### src/rtl/lcd_bus_arbiter.sv
`timescale 1ns/1ps
// lcd_bus_arbiter: owns the character-LCD write bus, runs the power-on init
// sequence, then shares the bus between two byte requesters over req/ack.
// Every E strobe is framed by setup/pulse/hold phases plus an execution wait.
module lcd_bus_arbiter #(
  parameter int unsigned T_POWERON = 20000,
  parameter int unsigned T_SETUP   = 2,
  parameter int unsigned T_PULSE   = 10,
  parameter int unsigned T_HOLD    = 2,
  parameter int unsigned T_CMD     = 2000,
  parameter int unsigned T_CLR     = 80000
) (
  input  logic       clk,
  input  logic       rst,
  input  logic       req0,
  input  logic       rs0,
  input  logic [7:0] data0,
  output logic       ack0,
  input  logic       req1,
  input  logic       rs1,
  input  logic [7:0] data1,
  output logic       ack1,
  output logic       busy,
  output logic       init_done,
  output logic       LCD_E,
  output logic       LCD_RS,
  output logic       LCD_RW,
  output logic [7:0] LCD_DATA
);

  localparam int unsigned T_MAX0 = (T_POWERON > T_CLR) ? T_POWERON : T_CLR;
  localparam int unsigned T_MAX  = (T_MAX0 > T_CMD) ? T_MAX0 : T_CMD;
  localparam int unsigned CNT_W  = $clog2(T_MAX + 1);

  typedef enum logic [2:0] {
    S_PWR,
    S_INIT,
    S_IDLE,
    S_SETUP,
    S_PULSE,
    S_HOLD,
    S_EXEC
  } state_t;

  state_t           state;
  logic [CNT_W-1:0] cnt;
  logic [1:0]       init_idx;
  logic             last_grant;

  logic             grant0_c;
  logic             grant1_c;
  logic             is_clear_c;
  logic             exec_last_c;

  // Init table: 8-bit/2-line function set, display on, entry mode, clear.
  function automatic logic [7:0] init_cmd(input logic [1:0] idx);
    case (idx)
      2'd0:    init_cmd = 8'h38;
      2'd1:    init_cmd = 8'h0C;
      2'd2:    init_cmd = 8'h06;
      default: init_cmd = 8'h01;
    endcase
  endfunction

  // The bus is write-only.
  assign LCD_RW = 1'b0;

  // Round-robin pick: a lone request wins, a tie goes away from last_grant.
  always_comb begin
    grant0_c = init_done && req0 && (!req1 || last_grant);
    grant1_c = init_done && req1 && (!req0 || !last_grant);
  end

  // Clear/home (0x01..0x03 as a command) needs the long execution wait.
  always_comb begin
    is_clear_c  = !LCD_RS && (LCD_DATA[7:2] == 6'b0) && (LCD_DATA[1:0] != 2'b00);
    exec_last_c = is_clear_c ? (cnt == CNT_W'(T_CLR - 1))
                             : (cnt == CNT_W'(T_CMD - 1));
  end

  // Main sequencer: power-on wait, init table, arbitration and E timing.
  always_ff @(posedge clk or negedge rst) begin
    if (!rst) begin
      state      <= S_PWR;
      cnt        <= '0;
      init_idx   <= '0;
      init_done  <= 1'b0;
      last_grant <= 1'b1;
      ack0       <= 1'b0;
      ack1       <= 1'b0;
      busy       <= 1'b1;
      LCD_E      <= 1'b0;
      LCD_RS     <= 1'b0;
      LCD_DATA   <= 8'h00;
    end else begin
      ack0 <= 1'b0;
      ack1 <= 1'b0;
      case (state)
        S_PWR: begin
          if (cnt == CNT_W'(T_POWERON - 1)) begin
            state <= S_INIT;
            cnt   <= '0;
          end else begin
            cnt <= cnt + CNT_W'(1);
          end
        end
        S_INIT: begin
          LCD_RS   <= 1'b0;
          LCD_DATA <= init_cmd(init_idx);
          state    <= S_SETUP;
          cnt      <= '0;
        end
        S_IDLE: begin
          if (grant0_c) begin
            LCD_RS     <= rs0;
            LCD_DATA   <= data0;
            ack0       <= 1'b1;
            last_grant <= 1'b0;
            busy       <= 1'b1;
            state      <= S_SETUP;
            cnt        <= '0;
          end else if (grant1_c) begin
            LCD_RS     <= rs1;
            LCD_DATA   <= data1;
            ack1       <= 1'b1;
            last_grant <= 1'b1;
            busy       <= 1'b1;
            state      <= S_SETUP;
            cnt        <= '0;
          end else begin
            busy <= !init_done;
          end
        end
        S_SETUP: begin
          if (cnt == CNT_W'(T_SETUP - 1)) begin
            LCD_E <= 1'b1;
            state <= S_PULSE;
            cnt   <= '0;
          end else begin
            cnt <= cnt + CNT_W'(1);
          end
        end
        S_PULSE: begin
          if (cnt == CNT_W'(T_PULSE - 1)) begin
            LCD_E <= 1'b0;
            state <= S_HOLD;
            cnt   <= '0;
          end else begin
            cnt <= cnt + CNT_W'(1);
          end
        end
        S_HOLD: begin
          if (cnt == CNT_W'(T_HOLD - 1)) begin
            state <= S_EXEC;
            cnt   <= '0;
          end else begin
            cnt <= cnt + CNT_W'(1);
          end
        end
        S_EXEC: begin
          if (exec_last_c) begin
            cnt <= '0;
            if (init_done) begin
              state <= S_IDLE;
              busy  <= 1'b0;
            end else if (init_idx == 2'd3) begin
              init_done <= 1'b1;
              state     <= S_IDLE;
              busy      <= 1'b0;
            end else begin
              init_idx <= init_idx + 2'd1;
              state    <= S_INIT;
            end
          end else begin
            cnt <= cnt + CNT_W'(1);
          end
        end
        default: begin
          state <= S_PWR;
          cnt   <= '0;
        end
      endcase
    end
  end

endmodule

### config.mk
export PLATFORM = sky130hd
export DESIGN_NAME = lcd_bus_arbiter
export DESIGN_NICKNAME = d
export VERILOG_FILES = /design/src/rtl/lcd_bus_arbiter.sv
export SDC_FILE = /design/constraint.sdc
export NUM_CORES = 1
export LEC_CHECK = 0
export ABC_AREA = 1
export CAP_MARGIN = 30
export CORE_AREA = 2 2 71 73
export DETAILED_ROUTE_END_ITERATION = 10
export DIE_AREA = 0 0 73 75
export PLACE_DENSITY = 0.87
export SKIP_LAST_GASP = 1
export SYNTH_ARGS = -nofsm -noshare
export SYNTH_HDL_FRONTEND = slang
export SYNTH_SLANG_ARGS = --single-unit
### constraint.sdc
create_clock -name clk -period 2 [get_ports clk]
set_clock_uncertainty 0.15 [all_clocks]
set_input_delay 0.4 -clock clk [delete_from_list [all_inputs] [get_ports clk]]
set_output_delay 0.4 -clock clk [all_outputs]
set_load 0.01 [all_outputs]
# Word-level counts from Yosys, hierarchy flattened
# Index checks and enable logic that the tools add are counted.
# Widths: inputs -> output; s select.
classes:
  reduce_logical: 29
  n_bitwise: 2
  n_addsub: 2
  eq_ne: 21
  mux: 43
ops:
  columns: ["cell", "count"]
  rows:
  - ["$mux 17", 6]
  - ["$pmux 17 s5", 1]
  - ["$mux 3", 7]
  - ["$pmux 3 s7", 1]
  - ["$mux 1", 19]
  - ["$pmux 6 s3", 1]
  - ["$add 17x1->17 const B", 1]
  - ["$eq 17x1->1 const B", 1]
  - ["$eq 17x11->1 const B", 1]
  - ["$eq 17x15->1 const B", 1]
  - ["$eq 17x17->1 const B", 1]
  - ["$eq 17x4->1 const B", 1]
  - ["$mux 8", 2]
  - ["$pmux 8 s2", 1]
  - ["$ne 2x2->1 const B", 5]
  - ["$reduce_bool 2->1", 5]
  - ["$eq 3x3->1 const B", 3]
  - ["$eq 3x2->1 const B", 2]
  - ["$logic_and 1x1->1", 6]
  - ["$logic_not 6->1", 1]
  - ["$ne 3x3->1 const B", 2]
  - ["$pmux 1 s2", 3]
  - ["$reduce_and 2->1", 3]
  - ["$reduce_and 3->1", 2]
  - ["13 further kinds", 21]
word_totals:
  wordCells: 108
  inputBits: 22
  ff_bits: 37
  out_inout_bits: 15

# Logic depth before layout (Yosys ltp)
depth:
  word_depth: 6
  depth_mapped: 13
  mapped_depth_nobuf: 12

# Least setup slack after synthesis
# Ideal clock, no wire load.
synth_path:
  kind: "flip-flop to flip-flop"
  start: "register cnt[0]"
  end: "register cnt[10]"
  arrival_time_ns: 1.516
  period_less_slack_ns: 1.783
  stages_incl_launch_ff: 14
  setup_slack_ns: 0.217
  required_ns: 1.734
  setup_ns: 0.116
  n_path_buf: 1
  cell_sequence: "dfrtp_1 ha_1 nand2_2 nor2_4 nand2_2 nor2_1 nand2_1 nand2_1 nand2_2 nor2_4 nand2_4 buf_6 nand2_1 nand2_1"
synth_via:
  elab_chain_cells: 4
  elab_cells_between_ends: 12
  cone_classes: "add/sub: 1; eq/ne: 5; mux: 6"
synth_rtl:
  columns: ["item", "line", "rtl"]
  rows:
  - ["start: declaration", "46", "logic [CNT_W-1:0] cnt;"]
  - ["start signal: assignment", "104", "cnt <= cnt + CNT_W'(1);"]
  - ["start signal: assignment", "140", "cnt <= cnt + CNT_W'(1);"]
  - ["start signal: assignment", "149", "cnt <= cnt + CNT_W'(1);"]
  - ["parallel branches: the longest is 3 deep, another holds $add 17x1->17", null, null]
  - ["$pmux 17 s5 (*)", "98", "case (state)"]
# Every way passes the cells marked *.
# A chain may end at the register's enable or synchronous reset.

# Worst setup path after layout
layout_path:
  start: "register busy"
  end: "output busy"
layout_lines:
  columns: ["item", "line", "rtl"]
  rows:
  - ["start: declaration", "23", "output logic busy,"]
  - ["start signal: assignment", "131", "busy <= !init_done;"]
# No word-level cell between the ends.

==> results.txt <==
The flow ran to the end, and the final reports show no timing, DRC or antenna violations. The die is 75 µm tall. Cell row count: 25. The post-DP HPWL came out at 4820 µm. Max-slew violation total from the final report: 0.

From left edge to right edge, the die measures 73 µm. The number of primary I/O pins came out at 37. The sum of buffers and inverters on the critical path was 1; the post-synthesis cell count was 366. Clock tree synthesis found a total of 37 sinks.

The critical path is of the flop to primary output type. In the layout the commonest cells are 105 x nand2_1, 45 x nor2_1, 44 x inv_1, 35 x dfrtp_1, 34 x clkdlybuf4s50_1. The weighted congestion at the end of routability-driven global placement was 0.926.

The achievable clock frequency is 523 MHz. Clock tree synthesis selected as its root buffer the cell clkbuf_8. The worst hold path belongs to the class flop to flop. Among all flip-flop cells after synthesis, the most frequent one is dfrtp_1. The max-capacitance violation count was 0.

The initial antenna violation count was 0; the netlist area before placement was 2530 µm². The finished layout holds 474 standard cells, fillers aside. Final critical delay including setup and external delays: 1910 ps.

Worst endpoint data arrival time: 1360 ps. In this run the static leakage power is 1.58 nW. For this design, the slowest cell found on the critical path is dfstp_2. The number of enable flip-flop cells after synthesis is 0. For the post-synthesis net count, the log shows 394. Per-cell routed wire length: 13.5 µm. The tools report the sequential cell area fraction in the yosys report as 0.367. The detailed router placed 2581 vias in this run. Highest net fanout along the worst path: 2. Fraction of layout cells with a size suffix above 1: 0.145. Walking the worst path, the cells encountered are clkdlybuf4s50_1. For the worst hold-check slack, the log shows 341 ps. The largest delay contributor family on the critical path was flip-flops. Yosys mapped the design onto 38 distinct sky130hd cell types. The logs give 462 for the number of placed instances, taps included and 38 for the pin count of the biggest net entering global routing. The async set or reset register ratio after synthesis works out to 1.00. For this run the aggregate overflow at the end of global routing stands at 0. The remaining number of nets flagged by the antenna check after routing was 0. The area growth from synthesis to layout is 25.8%. The most frequent standard cell in the layout excluding fill and tap cells is nand2_1.

Dividing total power by cell area gives a power density of 466 nW/µm². In the final design database the tool counted 447 nets. Fill cells in the final layout number 380. The count of buffers added on input and output ports is 35. The logs give 0.543 for the initial core utilization and 6420 µm for the sum of routed wire length over all layers.

The run gives 2 as the H-tree level count. The worst-case IR drop observed on VDD is 0.427 mV. The full die area is 5480 µm², and the maximum single-stage delay on the critical path is 540 ps.

During synthesis, Yosys emitted a total of 0 warnings. No sink is reached through more buffers than the 2 on the longest clock path. The worst setup path is launched from a flop. Clock latency on the worst-skew pair, taken at its later pin, is 300 ps.

The logs give 10600 µm for the first-pass GRT wire length and 0 for the number of endpoints with negative hold slack in the final report. Counting flops and latches in the post-synthesis netlist gives 37. The data required time of the worst path is 1450 ps, and the total routing resource utilization after global routing is 0.250. After detailed routing, the number of remaining DRC violations is 0.

Setup repair after global routing could not meet its margin everywhere. The clock transition at the register clock pins on the worst setup and hold paths after CTS works out to 80 ps. The post-route clock period utilization is 0.956.

The total CTS buffers was 5. The first routing iteration left 147 violations. The mean cell area of the mapped netlist works out to 6.92 µm².

The core region is 4660 µm². STA classifies the critical path endpoint as a primary output. Dividing the detail-routed via count by the number of cells gives 5.45. For this run, the detailed router's first-pass iteration total came to 5. Setup violations remaining at the end of the flow were counted as 0. Antenna diode count: 0. TritonCTS built the clock tree.

For the via count of the first global-routing pass, the log shows 2382.
registers in the layout, summed over array words and instances, names as in the netlist:
register / count
cnt: 17
LCD_DATA: 8
state: 3
init_idx: 2
LCD_E: 1
LCD_RS: 1
ack0: 1
ack1: 1
busy: 1
init_done: 1
last_grant: 1
what timing repair did:
item / 4_1_cts / 5_1_grt
setup buffers: 0 / 3
hold buffers: 1 / 0
hold endpoints to repair: 4 / 0
setup endpoints to repair: 0 / 20
resized for setup: 0 / 6
worst paths after layout:
kind | from | to | slack, ps | cells past startpoint
worst max-delay path | busy$_DFFE_PN1P_ | busy | 90 | 1
worst min-delay path | busy$_DFFE_PN1P_ | busy$_DFFE_PN1P_ | 340 | 2
worst max register to register | cnt[1]$_DFFE_PN0N_ | init_idx[1]$_DFFE_PN0P_ | 110 | 9
worst min register to register | busy$_DFFE_PN1P_ | busy$_DFFE_PN1P_ | 340 | 2
max in group asynchronous | rst | busy$_DFFE_PN1P_ | 810 | 3
min in group asynchronous | rst | cnt[6]$_DFFE_PN0N_ | 520 | 3
logic make-up (layout without fill, tap and decap cells):
kind of cell / count (synthesis) / in the layout / synth area share
other cells: 1 / 1 / 0.00148
fa+ha+maj: 6 / 6 / 0.0296
xor+xnor: 8 / 8 / 0.0277
mux: 1 / 1 / 0.00445
compound gates: 30 / 30 / 0.0721
simple gates: 227 / 227 / 0.403
flops: 37 / 37 / 0.367
buf+inv: 56 / 110 / 0.0953
where the power goes:
| group | internal, W | total, W | switching (W) |
|---|---|---|---|
| Combinational | 0.0000390 | 0.0000625 | 0.0000235 |
| Sequential | 0.000748 | 0.000748 | 0 |
| Clock | 0.000373 | 0.000674 | 0.000300 |
| Total | 0.00116 | 0.00148 | 0.000324 |
metal layers:
metal	wire length, µm	vias up	track usage
li1	-	1263	-
met1	2790	1221	0.322
met2	3170	76	0.407
met3	275	21	0.0482
met4	182	0	0.119
met5	0	-	0
cell type report:
cell class	instances	area, µm²	area share
Clock buffer	5	68.8	0.0216
Tap cell	54	67.6	0.0212
Timing Repair Buffer	53	508	0.159
Sequential cell	37	928	0.291
Clock inverter	3	46.3	0.0145
Inverter	49	184	0.0577
Multi-Input combinational cell	273	1380	0.434
cell usage after synthesis, types with 3 or more instances:
cell      count  area, µm²
xor2_1        7       61.3
nor2_4        3       33.8
nor2_2        4       25.0
nand3_1      29        145
inv_1        44        165
nand4_1      12       75.1
nand2_1     106        398
dfrtp_1      35        876
inv_2         4       15.0
a31oi_1       6       37.5
o21ai_0      12       60.1
nand2_2       9       56.3
buf_4         3       22.5
ha_1          6       75.1
nor2_1       48        180
a21oi_1       3       15.0
o21bai_1      3       22.5
nor3_1       10       50.1
per-stage QoR:
step | util | area [µm²] | power (W) | TNS, ps | worst slack [ps]
3_5_place_dp | 0.648 | 3020 | 0.000824 | 0 | 25.4
5_1_grt | 0.684 | 3190 | 0.00153 | -81.5 | -24.0
2_1_floorplan | - | 2530 | 0.000768 | 0 | 217
3_3_place_gp | 0.648 | 3020 | 0.000823 | 0 | 86.1
6_report | 0.684 | 3190 | 0.00148 | 0 | 87.9
4_1_cts | 0.674 | 3140 | 0.00150 | 0 | 32.6
Note: power is estimated with default switching activity, not from simulation.
